==> config.mk <==
export PLATFORM = sky130hd
export DESIGN_NAME = jtag_wr_sched
export DESIGN_NICKNAME = d
export VERILOG_FILES = /design/src/rtl/jtag_wr_sched.sv
export SDC_FILE = /design/constraint.sdc
export NUM_CORES = 1
export LEC_CHECK = 0
export ABC_CLOCK_PERIOD_IN_PS = 4700
export BUFFER_PORTS_ARGS = -buffer_cell sky130_fd_sc_hd__buf_4
export CAP_MARGIN = 0
export CORE_UTILIZATION = 46
export CTS_CLUSTER_SIZE = 28
export DETAILED_ROUTE_END_ITERATION = 7
export GPL_TIMING_DRIVEN = 0
export HOLD_SLACK_MARGIN = 0.03
export PLACE_DENSITY = 0.77
export RECOVER_POWER = 50
export SLEW_MARGIN = 20
export SYNTH_ARGS = -nofsm -noshare
export SYNTH_HDL_FRONTEND = slang
export SYNTH_SLANG_ARGS = --single-unit
==> constraint.sdc <==
create_clock -name jtag_clk_i -period 4.7 [get_ports jtag_clk_i]
set_clock_uncertainty 0.2 [all_clocks]
set_input_delay 0.47 -clock jtag_clk_i [delete_from_list [all_inputs] [get_ports jtag_clk_i]]
set_output_delay 0.47 -clock jtag_clk_i [all_outputs]
set_load 0.01 [all_outputs]
==> src/rtl/jtag_wr_sched.sv <==
//------------------------------------------------------------------------------
// Module      : jtag_wr_sched
// Description : Two-requester JTAG write scheduler. Round-robin arbitrates
//               write requests from two on-FPGA masters and sequences the DUT
//               TAP (trstn/tms/tdi) one TAP step per jtag_clk_i cycle: a
//               one-time TAP init (TRST, Test-Logic-Reset, IR load), then one
//               70-bit DR write frame per granted request. TDO of the last 32
//               shifted bits of each frame is captured and reported together
//               with a per-frame completion pulse.
// Ports       : jtag_clk_i / rst_n         clock, async active-low reset
//               req_valid_i / req_ready_o  per-requester handshake
//               req{0,1}_{addr,data}_i     write payloads
//               soft_init_i                request TAP re-init before next frame
//               tdo / trstn / tms / tdi    TAP pins
//               busy_o, done_o, done_id_o  frame status
//               tdo_word_o                 TDO captured in last frame
// Revision    : 1.0 - initial release
//------------------------------------------------------------------------------
`default_nettype none

module jtag_wr_sched #(
    parameter int                IR_LEN   = 4,
    parameter logic [IR_LEN-1:0] IR_VAL   = 4'h4,
    parameter logic [5:0]        CMD_WR   = 6'h20,
    parameter int                TRST_CYC = 2,
    parameter int                TLR_CYC  = 5
) (
    input  logic        jtag_clk_i,
    input  logic        rst_n,
    input  logic [1:0]  req_valid_i,
    output logic [1:0]  req_ready_o,
    input  logic [31:0] req0_addr_i,
    input  logic [31:0] req0_data_i,
    input  logic [31:0] req1_addr_i,
    input  logic [31:0] req1_data_i,
    input  logic        soft_init_i,
    input  logic        tdo,
    output logic        trstn,
    output logic        tms,
    output logic        tdi,
    output logic        busy_o,
    output logic        done_o,
    output logic        done_id_o,
    output logic [31:0] tdo_word_o
);

    localparam int         FRAME_LEN = 70;
    localparam logic [6:0] TDO_FIRST = 7'(FRAME_LEN - 32);

    // One state per TAP phase; the bit counter walks through each phase.
    localparam logic [3:0] S_IDLE     = 4'd0;
    localparam logic [3:0] S_TRST     = 4'd1;  // trstn low
    localparam logic [3:0] S_TLR      = 4'd2;  // tms high -> Test-Logic-Reset
    localparam logic [3:0] S_IR_PRE   = 4'd3;  // tms 0,1,1,0,0: RTI .. Shift-IR
    localparam logic [3:0] S_SHIFT_IR = 4'd4;
    localparam logic [3:0] S_IR_POST  = 4'd5;  // tms 1,0: Update-IR, RTI
    localparam logic [3:0] S_DR_PRE   = 4'd6;  // tms 1,0,0: Sel-DR .. Shift-DR
    localparam logic [3:0] S_SHIFT_DR = 4'd7;
    localparam logic [3:0] S_DR_POST  = 4'd8;  // tms 1,0: Update-DR, RTI

    logic [3:0]           state;
    logic [3:0]           state_next;
    logic [6:0]           cnt;
    logic [6:0]           state_len;
    logic                 last;

    logic                 out_en;     // low only while in / just out of reset
    logic                 init_done;
    logic                 soft_pend;
    logic                 rr_ptr;     // 0 favours req0 when both are valid
    logic                 cur_id;
    logic [FRAME_LEN-1:0] frame_sh;
    logic [IR_LEN-1:0]    ir_sh;
    logic [31:0]          tdo_sh;

    logic                 both_valid;
    logic                 grant_id;
    logic                 accept;

    // Phase length and successor for the current state
    always_comb begin
        state_len  = 7'd1;
        state_next = S_IDLE;
        case (state)
            S_TRST:     begin state_len = 7'(TRST_CYC);  state_next = S_TLR;      end
            S_TLR:      begin state_len = 7'(TLR_CYC);   state_next = S_IR_PRE;   end
            S_IR_PRE:   begin state_len = 7'd5;          state_next = S_SHIFT_IR; end
            S_SHIFT_IR: begin state_len = 7'(IR_LEN);    state_next = S_IR_POST;  end
            S_IR_POST:  begin state_len = 7'd2;          state_next = S_DR_PRE;   end
            S_DR_PRE:   begin state_len = 7'd3;          state_next = S_SHIFT_DR; end
            S_SHIFT_DR: begin state_len = 7'(FRAME_LEN); state_next = S_DR_POST;  end
            S_DR_POST:  begin state_len = 7'd2;          state_next = S_IDLE;     end
            default:    begin state_len = 7'd1;          state_next = S_IDLE;     end
        endcase
    end

    assign last = (cnt == state_len - 7'd1);

    // Arbitration: the pointer only decides a tie; a lone requester always wins.
    assign both_valid  = &req_valid_i;
    assign grant_id    = both_valid ? rr_ptr : req_valid_i[1];
    assign accept      = out_en && (state == S_IDLE) && (|req_valid_i);
    assign req_ready_o = accept ? (grant_id ? 2'b10 : 2'b01) : 2'b00;

    // TAP pin decode
    always_comb begin
        tms = 1'b0;
        tdi = 1'b0;
        case (state)
            S_TLR:      tms = 1'b1;
            S_IR_PRE:   tms = (cnt == 7'd1) || (cnt == 7'd2);
            S_SHIFT_IR: begin tms = last; tdi = ir_sh[0];    end
            S_IR_POST:  tms = (cnt == 7'd0);
            S_DR_PRE:   tms = (cnt == 7'd0);
            S_SHIFT_DR: begin tms = last; tdi = frame_sh[0]; end
            S_DR_POST:  tms = (cnt == 7'd0);
            default:    tms = 1'b0;
        endcase
    end

    // trstn is gated by out_en so it reads low during reset even though the
    // FSM already sits in IDLE.
    assign trstn  = out_en && (state != S_TRST);
    assign busy_o = (state != S_IDLE);

    always_ff @(posedge jtag_clk_i or negedge rst_n) begin
        if (!rst_n) begin
            state      <= S_IDLE;
            cnt        <= 7'd0;
            out_en     <= 1'b0;
            init_done  <= 1'b0;
            soft_pend  <= 1'b0;
            rr_ptr     <= 1'b0;
            cur_id     <= 1'b0;
            frame_sh   <= '0;
            ir_sh      <= '0;
            tdo_sh     <= '0;
            done_o     <= 1'b0;
            done_id_o  <= 1'b0;
            tdo_word_o <= '0;
        end else begin
            out_en <= 1'b1;
            done_o <= 1'b0;
            if (state == S_IDLE) begin
                if (accept) begin
                    cur_id   <= grant_id;
                    frame_sh <= grant_id ? {req1_data_i, req1_addr_i, CMD_WR}
                                         : {req0_data_i, req0_addr_i, CMD_WR};
                    ir_sh    <= IR_VAL;
                    if (both_valid) begin
                        rr_ptr <= ~grant_id;
                    end
                    state <= (!init_done || soft_pend || soft_init_i) ? S_TRST : S_DR_PRE;
                    cnt   <= 7'd0;
                end
            end else begin
                if (last) begin
                    state <= state_next;
                    cnt   <= 7'd0;
                end else begin
                    cnt <= cnt + 7'd1;
                end

                if (state == S_SHIFT_IR) begin
                    ir_sh <= ir_sh >> 1;
                end

                if (state == S_SHIFT_DR) begin
                    frame_sh <= frame_sh >> 1;
                    // Right shift lands the first captured bit in tdo_sh[0]
                    if (cnt >= TDO_FIRST) begin
                        tdo_sh <= {tdo, tdo_sh[31:1]};
                    end
                end

                if ((state == S_IR_POST) && last) begin
                    init_done <= 1'b1;
                    soft_pend <= 1'b0;
                end

                if ((state == S_DR_POST) && last) begin
                    done_o     <= 1'b1;
                    done_id_o  <= cur_id;
                    tdo_word_o <= tdo_sh;
                end
            end

            // Placed last so a request arriving as init completes is not lost
            if (soft_init_i) begin
                soft_pend <= 1'b1;
            end
        end
    end

endmodule

`default_nettype wire

# == Yosys cells after proc, flatten, opt, wreduce, memory -nomap -nowiden ==
# Memory sizes are Yosys's and may differ from the RTL's.
# Index checks and enable logic that the tools add are counted.
# op_classes
bitwise,2
add_sub_neg,2
n_reduce_logical,29
n_eq_ne,13
magnitude_cmp,1
muxes,24
# op_table
op,n
$mux W70,4
$mux W4,6
$mux W7,3
$eq A4 B3 Y1 const B,4
$reduce_and A2 Y1,8
$eq A4 B2 Y1 const B,2
$reduce_bool A2 Y1,4
$add A7 B1 Y7 const B,1
$eq A7 B1 Y1 const B,1
$eq A7 B2 Y1 const B,1
$eq A7 B7 Y1,1
$ge A7 B6 Y1 const B,1
$logic_not A7 Y1,1
$sub A7 B1 Y7 const B,1
$mux W1,6
$logic_and A1 B1 Y1,5
$eq A4 B4 Y1 const B,1
$logic_not A4 Y1,1
$mux W2,2
$ne A2 B2 Y1 const B,2
$ne A4 B1 Y1 const B,1
$pmux W1 S4,1
$reduce_and A4 Y1,1
$reduce_bool A4 Y1,1
8 further kinds,12
# word_totals
mem_bits_ro,128
mem_count,1
regBits,156
word_cells,85
# mem_list
memory,depth,word_bits,rd,rd_clocked_by_memory_dff,write_ports,line,text
(name not given),16,8,1,0,0,84,case (state)

# == Longest topological paths before layout ==
# Gate-level depths: netlist of the first run.
# An unclocked memory read counts as a cell.
# depth
depth_word,7
depth_mapped,16
ltp_nobuf,13

# == Worst setup path after synthesis of the first run ==
# Ideal clock, no wire load.
# synth_timing
path_kind,flip-flop to flip-flop
from,register state[1]
to,register tdo_word_o[0]
t_arrival_ns,3.226
t_required_ns,4.375
stages_incl_launch_ff,17
setup_time_ns,0.125
slack_ns,1.149
cell_sequence,dfrtp_1 -> inv_1 -> ha_1 -> buf_6 -> nor2b_1 -> and2_4 -> nor2_1 -> ha_1 -> ha_1 -> xnor2_1 -> xnor2_1 -> a211o_1 -> a211oi_4 -> and2_4 -> buf_12 -> buf_12 -> mux2_4
# synth_via
elab_chain_len,5
# synth_lines
item,line,text
"start, declared",61,logic [3:0] state;
"start signal, assigned",153,state <= (!init_done || soft_pend || soft_init_i) ? S_TRST : S_DR_PRE;
"start signal, assigned",158,state <= state_next;
$mem_v2 Z16 W8,--,
$sub A7 B1 Y7,97,assign last = (cnt == state_len - 7'd1);
$eq A7 B7 Y1,97,
$logic_and A1 B1 Y1,181,if ((state == S_DR_POST) && last) begin
$reduce_and A2 Y1 (no line) *,--,
"end signal, assigned",184,tdo_word_o <= tdo_sh;
"end, declared",44,output logic [31:0] tdo_word_o
# Every way passes the cells marked *; elsewhere a longest branch is shown, timed or not.
# A chain may end at the register's enable or synchronous reset.

# == Worst setup path in the final report of the first run ==
# layout_timing
from,register state[1]
to,output tms
# layout_via
elab_chain_len,4
# layout_lines
item,line,text
$mem_v2 Z16 W8,--,
$sub A7 B1 Y7,97,
$eq A7 B7 Y1,97,
$pmux W1 S4 *,109,case (state)
"end, declared",39,"output logic tms,"
# Marks and branches as above.

==> metrics, run 1 <==
Slew Limit Fails 63; Final Hold Fails 0; failing checks max-capacitance violations, max-slew violations; syn_area_per_cell 10.4 um2; Synth warnings 0; leakage 4.82 nW; Final ANT Viol Nets 0; Top Metal Used met4; clk buf depth 2; DR DRC count 0; H-tree depth 4; initial antenna violation count 0; share of the synthesized area in the top cell type 50.3%; hold_sp soft_init_i; # setup viols final 0; vias per cell 5.16; core area 16100 um2; PnR worst setup slack 0.296 ns; actual slew at the worst max-slew pin 3.39 ns; Seq/Total Area, Yosys 50.3%; Nets 1078; CP Launch Point state[1]; Async S/R FF share, synth 100%; die area 17300 um2; Worst-Skew Late Latency 0.42 ns; wire length on met1 7820 um; PD cells 293 nW/um2; port bufs 173; global route overflow 0; fill cell count 1388; # Max-Cap Violations 1; vias in the first global route 6020; Num CTS Buffers 17; Tcrit/Tclk final 93.7%; CTS Sinks 155; CP Capture Type output pin; Cell Area, Placed 9310 um2; critical path arrival 3.73 ns; Antenna Cells 0; gp weighted congestion 0.816; Die Wd 131 um; Synth area leaders dfrtp_1, mux2i_1, mux2_2; syn nets 884; row count 46; Initial Utilization 47.8%; CP max FO 9; Post-synth EDFFs 0; Max VDD drop 237 uV; dpl hpwl 12600 um; RSZ-0062 raised after global routing false; fin area 9760 um2; Clock transition at path regs 0.06 ns; wire per inst 15.1 um; die height 131 um; slew margin rel. -126%; status finished with violations; dpl ws 0.763 ns; Root Buffer Master clkbuf_16; Worst setup SP type flip-flop; Pre-Repair DR Iteration Count 4; via count 5988; first-pass GRT wire length 29400 um; Distinct cells, synth 52; initial DRC count 301; Worst EP required 4.03 ns; layout overhead on the synthesized area 26.7%; Gate Count Post-Synth 738; Yosys reg bits 155; FF-to-FF Start state[1]; sum of negative setup slack 0 ns; DR WL met2 8610 um; dominant synthesized flop cell dfrtp_1; ratio of cells with drive above 1 in the final layout 26.7%; synthesized cell area 7710 um2; f_max 0.227 GHz; worst hold path class primary input to flip-flop; dominant cell by count in the synthesized netlist dfrtp_1; Tot GR Track Use 21.4%; top post-synthesis cells by count dfrtp_1, nand2_1, nor2_1; fin crit period 4.40 ns; kind of critical path flip-flop to output pin; TritonCTS clock tree yes; WL met3 880 um; IO Count 174; post-synth top area cell dfrtp_1; pin count of the biggest net entering global routing 94; wire length after detailed routing 17500 um
## cell type report
cell class | count | area [um2] | share of cell area (%)
plain buffers | 49 | 262 | 2.68
clock inverters | 10 | 118 | 1.20
inverters | 6 | 22.5 | 0.231
multi-input cells | 528 | 3540 | 36.3
clock buffers | 22 | 464 | 4.75
flip-flops and latches | 155 | 3880 | 39.7
well taps | 216 | 270 | 2.77
repair buffers | 175 | 1200 | 12.3
## sequential cells by signal (all words and copies together) (netlist names)
signal,count
frame_sh,70
tdo_sh,32
tdo_word_o,32
cnt,7
state,4
ir_sh,3
cur_id,1
done_id_o,1
done_o,1
init_done,1
out_en,1
rr_ptr,1
soft_pend,1
## per-stage QoR
| step | total power [mW] | hold WS (ns) | cells | util [%] |
|---|---|---|---|---|
| floorplan | 1.41 | -0.0256 | 738 | - |
| global placement | 1.54 | 0.243 | 1127 | 57.6 |
| detailed placement | 1.54 | 0.243 | 1128 | 57.8 |
| CTS | 2.88 | 0.0314 | 1161 | 61.4 |
| global route | 2.96 | 0.0479 | 1161 | 60.6 |
| finish | 2.86 | 0.0467 | 1161 | 60.6 |
## routing by layer
metal,global-route usage (%),vias to the layer above
li1,-,2929
met1,28.1,2867
met2,35.2,181
met3,4.24,11
met4,6.85,0
met5,0,-
## kinds of logic after synthesis
logic type      count (synthesis)  synth area share [%]
buf+inv                        55                  3.69
other cells                     1                0.0487
fa+ha+maj                      12                  1.95
simple gates                  203                  11.2
mux                           134                  19.9
compound gates                171                  12.1
flops                         155                  50.3
xor+xnor                        7                 0.796
## worst max-delay path, cell delays in order, from the launching register on
cell,delay (ns)
dfrtp_1,0.46
inv_1,0.18
ha_1,0.19
buf_6,0.13
nor2b_1,0.25
and2_4,0.21
nor2_1,0.05
ha_1,0.17
ha_1,0.21
xnor2_1,0.19
xnor2_1,0.08
a211o_1,0.31
a211oi_4,0.47
o211ai_1,0.16
nand3_1,0.13
buf_4,0.13
## cells in the final DEF (no fill, tap or decap), types with 3 or more instances in the layout
cell type | netlist | final
a21o_1 | 4 | 4
a21oi_1 | 71 | 71
and2_1 | 3 | 3
buf_1 | 5 | 5
buf_12 | 4 | 4
buf_2 | 4 | 4
buf_4 | 0 | 138
clkbuf_1 | 35 | 73
clkbuf_16 | 0 | 17
clkinvlp_4 | 0 | 4
dfrtp_1 | 155 | 155
ha_1 | 12 | 12
inv_1 | 5 | 5
mux2_2 | 39 | 39
mux2_4 | 29 | 29
mux2i_1 | 66 | 66
nand2_1 | 88 | 88
nand2b_1 | 5 | 5
nand3_1 | 9 | 9
nor2_1 | 78 | 78
nor2b_1 | 4 | 4
o21ai_0 | 76 | 76
xnor2_1 | 4 | 4
xor2_1 | 3 | 3
## power breakdown
group / total [mW] / internal, mW / switching, mW
combinational: 0.176 / 0.101 / 0.0750
sequential: 1.34 / 1.34 / 0.00124
clock: 1.35 / 0.810 / 0.535
## final timing paths
path	cells past startpoint	slack, ns	endpoint
max reg2reg	16	0.66	tdo_word_o[12]
max	15	0.30	tms
min	2	0.05	soft_pend
min reg2reg	1	0.27	init_done
max in group asynchronous	2	0.84	done_o
min in group asynchronous	2	1.56	tdo_word_o[1]
## what timing repair did
action	in CTS	in global routing
hold endpoints to repair	62	0
hold buffers	1	0
resized for setup	0	0
buffers inserted	0	0
Power figures use the tool's default switching activity.
==> inputs of run 2 (changes only) <==
- PLACE_DENSITY: 0.77 -> not set
- PLACE_DENSITY_LB_ADDON: not set -> 0.3
==> run 2 against run 1 <==
The run still ends with max-capacitance violations, max-slew violations left. Cell area fell by 0.31%. Count of clock-buffer cells in the layout decreased by 4. Global-route usage fell by 0.46 points. Clock power shrank 3%. Wire length down 2.7%. First-iteration DRC count down 2.3%. Via count up 0.82%. Non-clock buffer count up 1. Die area stayed put. Utilization shrank 0.19 points. Critical path type unchanged. Critical endpoint unchanged. Largest cell class unchanged.
==> metrics, run 2 (same netlist as run 1, synthesis figures left out) <==
CP max stage delay 0.46 ns (about the same); initial DRC count 294 (-2.3%); gp weighted congestion 0.800 (-1.9%); die area 17300 um2 (unchanged); dpl hpwl 12400 um (-2.1%); Initial Utilization 47.8% (unchanged); Final Hold Fails 0 (unchanged); Die Wd 131 um (unchanged); first-pass GRT wire length 29000 um (-1.4%); Hold Crit Depth 2 (unchanged); initial antenna violation count 0 (unchanged); vias in the first global route 6087 (+1.1%); CP max FO 9 (unchanged); RSZ-0062 raised after global routing false; leakage 4.82 nW (about the same); # Max-Cap Violations 2 (+1); core area 16100 um2 (unchanged); CP Cell Sequence inv_1 -> ha_1 -> buf_6 -> nor2b_1 -> and2_4 -> nor2_1 -> ha_1 -> ha_1 -> xnor2_1 -> xnor2_1 -> a211o_1 -> a211oi_4 -> o211ai_1 -> nand3_1 -> buf_4; sum of negative setup slack 0 ns (unchanged); Tot GR Track Use 20.9% (-0.46 points); failing checks max-capacitance violations, max-slew violations; wire length after detailed routing 17000 um (-2.7%); critical path's most frequent cell ha_1; clk buf depth 2 (unchanged); CTS Sinks 155 (unchanged); kind of critical path flip-flop to output pin; via count 6037 (+0.82%); most common cell after layout, fill and taps aside dfrtp_1; critical path arrival 3.70 ns (-0.03 ns); Pre-Repair DR Iteration Count 4 (unchanged); Root Buffer Master clkbuf_16; top flop regs frame_sh x70, tdo_sh x32, tdo_word_o x32; Final Non-Filler Cells 1162 (+0.086%); wire per inst 14.6 um (-2.7%); Final ANT Viol Nets 0 (unchanged); Worst EP required 4.03 ns (about the same); PD cells 290 nW/um2 (-0.99%); hold buffer count at CTS 2 (+1); global route overflow 0 (unchanged); fin crit period 4.37 ns (-0.0323 ns); pin count of the biggest net entering global routing 88 (-6.4%); die height 131 um (unchanged); ratio of cells with drive above 1 in the final layout 27.0% (+0.29 points); Crit. path cell count 15 (unchanged); slew margin rel. -39.4% (+87 points); worst path bufs/invs 3 (unchanged); Cells after DPL 1128 (unchanged); TritonCTS clock tree yes; Clock transition at path regs 0.06 ns (about the same); H-tree depth 4 (unchanged); Max VDD drop 255 uV (+7.6%); Worst Reg2Reg Path Length in Cells 16 (unchanged); vias per cell 5.20 (+0.73%); Tcrit/Tclk final 93.0% (-0.69 points); IO Count 174 (unchanged); CP Capture Type output pin; Worst-Skew Late Latency 0.43 ns (about the same); worst hold path class primary input to flip-flop; actual slew at the worst max-slew pin 2.09 ns (-1.30 ns); max FFs per register 70 (unchanged); largest reg by FF count frame_sh; Nets 1079 (+0.093%); post-cts sizing count 0 (unchanged); most frequent cells in the layout dfrtp_1, buf_4, nand2_1, nor2_1, o21ai_0; Slew Limit Fails 158 (+150%); Antenna Cells 0 (unchanged); postcts setup bufs 0 (unchanged); f_max 0.229 GHz (+0.74%); status finished with violations; CP max-delay cell a211oi_4; port bufs 173 (unchanged); row count 46 (unchanged); critical path's top delay family compound AO/OA/AOI/OAI gates; Num CTS Buffers 17 (unchanged); # setup viols final 0 (unchanged); Worst setup SP type flip-flop; DR DRC count 0 (unchanged); layout overhead on the synthesized area 26.3%
-- run 2: final cells by class --
type	count	area, um2
fillers	1437	6380
flip-flops and latches	155	3880
multi-input cells	528	3540
repair buffers	176	1190
clock buffers	18	429
well taps	216	270
plain buffers	49	262
clock inverters	14	134
inverters	6	22.5
-- run 2: worst paths after layout --
path,start,to,slack (ns)
max,state[1],tms,0.33
min,tdo,tdo_sh[31],0.1
max reg2reg,state[1],tdo_word_o[3],0.71
min reg2reg,init_done,init_done,0.26
max in group asynchronous,rst_n,frame_sh[65],0.70
min in group asynchronous,rst_n,tdo_sh[3],1.00
-- run 2: power breakdown --
part	total (mW)	switching, mW	leakage [nW]	internal, mW
sequential	1.34	0.00128	2.11	1.34
combinational	0.173	0.0741	2.44	0.0993
clock	1.31	0.572	0.271	0.739
total	2.82	0.647	4.82	2.17
-- run 2: layer usage --
layer / track usage [%] / vias up / part of all wire, % / wire length [um]
met5: 0 / - / 0 / 0
met4: 7.17 / 0 / 1.2 / 210
met3: 4.48 / 12 / 4.6 / 779
met2: 33.9 / 188 / 47 / 8080
met1: 27.7 / 2896 / 47 / 7940
li1: - / 2941 / - / -
-- run 2: per-stage QoR --
step	hold WS, ns	setup slack, ns	power [mW]	area, um2	utilization (%)
final	0.0998	0.328	2.82	9730	60.4
after detailed placement	0.249	0.774	1.54	9310	57.8
after CTS	0.0800	0.299	2.86	9890	61.4
after global placement	0.246	0.772	1.54	9280	57.6
after floorplan	-0.0256	1.15	1.41	7710	-
after global routing	0.0898	0.0200	2.92	9730	60.4
-- run 2: worst register-to-register path: stages (launching register included) --
cell and delay, ns:
dfrtp_1 0.45, inv_1 0.17, ha_1 0.18, buf_6 0.13, nor2b_1 0.24, and2_4 0.20
nor2_1 0.05, ha_1 0.18, ha_1 0.21, xnor2_1 0.19, xnor2_1 0.09, a211o_1 0.31
a211oi_4 0.46, and2_4 0.24, buf_12 0.13, buf_12 0.15, mux2_4 0.30
==> inputs of run 3 (changes only) <==
- REMOVE_ABC_BUFFERS: not set -> 1
==> run 3 against run 2 <==
The run still ends with max-capacitance violations, max-slew violations left. Via count down 5.0%. Critical path type unchanged. Cell count is 3.6% lower. First-iteration DRC count increased by 23%. Largest power group unchanged. Power about the same. Largest cell class unchanged. Maximum frequency fell by 0.13%. Cell area down 0.31%.
==> metrics, run 3 (same netlist as run 1, synthesis figures left out) <==
Hold Slack 0.0643 ns (-0.0356 ns); vias per cell 5.12 (-1.5%); critical path's top delay family compound AO/OA/AOI/OAI gates; ratio of cells with drive above 1 in the final layout 28.7% (+1.7 points); Clock transition at path regs 0.06 ns (about the same); status finished with violations; largest reg by FF count frame_sh; most frequent cells in the layout dfrtp_1, buf_4, nand2_1, nor2_1, o21ai_0; Final ANT Viol Nets 0 (unchanged); Layout Utilization 60.2% (-0.19 points); Slew Limit Fails 158 (unchanged); Tot GR Track Use 19.9% (-1.0 points); Hold Crit Depth 2 (unchanged); die area 17300 um2 (unchanged); wire per inst 14.4 um (-1.8%); multi-input logic area 3570 um2 (+0.85%); gp weighted congestion 0.788 (-1.5%); port bufs 173 (unchanged); slew margin rel. -22.9% (+17 points); CP max stage delay 0.45 ns (about the same); failing checks max-capacitance violations, max-slew violations; Tcrit/Tclk final 93.1% (+0.12 points); wire length after detailed routing 16100 um (-5.4%); fin crit period 4.38 ns (+0.00558 ns); post-cts sizing count 0 (unchanged); core area 16100 um2 (unchanged); R2R Setup Slk 0.39 ns (-0.32 ns); # setup viols final 0 (unchanged); Worst-Skew Late Latency 0.41 ns (-0.02 ns); Final Non-Filler Cells 1120 (-3.6%); kind of critical path flip-flop to output pin; Final Hold Fails 0 (unchanged); FF-to-FF Start state[1]; layout overhead on the synthesized area 25.9%; dpl hpwl 11100 um (-10%); Max VDD drop 236 uV (-7.3%); Worst Reg2Reg Path Length in Cells 13 (-3); initial DRC count 361 (+23%); DR DRC count 0 (unchanged); Root Buffer Master clkbuf_16; sum of negative setup slack 0 ns (unchanged); die height 131 um (unchanged); Hold Crit Endpoint soft_pend; most common cell after layout, fill and taps aside dfrtp_1; fill cell count 1393 (-3.1%); CP max-delay cell dfrtp_1; Worst setup SP type flip-flop; Initial Utilization 47.8% (unchanged); Die Wd 131 um (unchanged); CP max FO 9 (unchanged); H-tree depth 4 (unchanged); Pre-Repair DR Iteration Count 5 (+1); max FFs per register 70 (unchanged); initial antenna violation count 0 (unchanged); clk buf depth 2 (unchanged); # Max-Cap Violations 2 (unchanged); Antenna Cells 0 (unchanged); row count 46 (unchanged); worst r2r dst tdo_word_o[25]; leakage 4.82 nW (about the same); Pwr Total 2.82 mW (about the same); IO Count 174 (unchanged); CP Capture Type output pin; top flop regs frame_sh x70, tdo_sh x32, tdo_word_o x32; hold_sp soft_init_i; postcts setup bufs 0 (unchanged); PD cells 291 nW/um2 (+0.36%); vias in the first global route 5680 (-6.7%); worst path bufs/invs 2 (-1); Num CTS Buffers 17 (unchanged); Cells after DPL 1087 (-3.6%); first-pass GRT wire length 27600 um (-4.8%); pin count of the biggest net entering global routing 114 (+30%); f_max 0.228 GHz (-0.13%); TritonCTS clock tree yes; RSZ-0062 raised after global routing false; via count 5733 (-5.0%); Worst EP required 4.03 ns (about the same); critical path's most frequent cell ha_1; global route overflow 0 (unchanged); worst hold path class primary input to flip-flop; CTS Sinks 155 (unchanged); critical path arrival 3.71 ns (about the same); actual slew at the worst max-slew pin 1.84 ns (-0.248 ns); CP Cell Sequence inv_1 -> ha_1 -> nor2b_1 -> and2_4 -> nor2_1 -> ha_1 -> ha_1 -> xnor2_1 -> xnor2_1 -> a211o_1 -> a211oi_4 -> o211ai_1 -> nand3_1 -> buf_4; register area 3880 um2 (unchanged); Nets 1037 (-3.9%)
## run 3: changes by cell type in the layout (fill, tap and decap cells not counted), sizes merged
cell	delta
clkbuf	-37
buf	-5
clkinvlp	+1
dlygate4sd3	-1
## run 3: metrics by stage
| stage | setup slack [ns] | instance area (um2) |
|---|---|---|
| finish | 0.323 | 9700 |
| global route | 0.0265 | 9700 |
| CTS | 0.260 | 9860 |
| detailed placement | 0.376 | 9290 |
| global placement | -3.04 | 9010 |
| floorplan | -1.16 | 7440 |
## run 3: worst max-delay path by stage
stage              startpoint             end  slack (ns)  depth (start not counted)
2_1_floorplan  req_valid_i[0]    frame_sh[10]       -1.16                          6
3_3_place_gp         state[0]     frame_sh[5]       -3.04                          6
3_5_place_dp         state[1]  tdo_word_o[25]        0.38                         13
4_1_cts              state[1]             tms        0.26                         14
5_1_grt              state[1]             tms        0.03                         14
6_report             state[1]             tms        0.32                         14
## run 3: per-layer routing
layer	part of all wire (%)	global-route usage, %	vias up
met5	0	0	-
met4	0.60	4.39	0
li1	-	-	2856
met1	45	25.7	2743
met3	4.2	5.63	7
met2	50	33.0	127
## run 3: power breakdown
part	total (mW)	switching, mW	internal [mW]	leakage (nW)
Sequential	1.34	0.00109	1.34	2.11
Clock	1.31	0.572	0.738	0.269
Combinational	0.177	0.0727	0.104	2.44
Total	2.82	0.645	2.18	4.82
## run 3: final cells by class
cell class              instances  area share [%]
flip-flops and latches        155            40.0
multi-input cells             528            36.8
repair buffers                183            14.3
clock buffers                  17            4.38
well taps                     216            2.79
clock inverters                15            1.43
inverters                       6           0.284
## run 3: timing repair
item                                   CTS  global route
setup endpoints to repair                0             1
hold buffers                             1             0
endpoints found under the hold margin   75             0
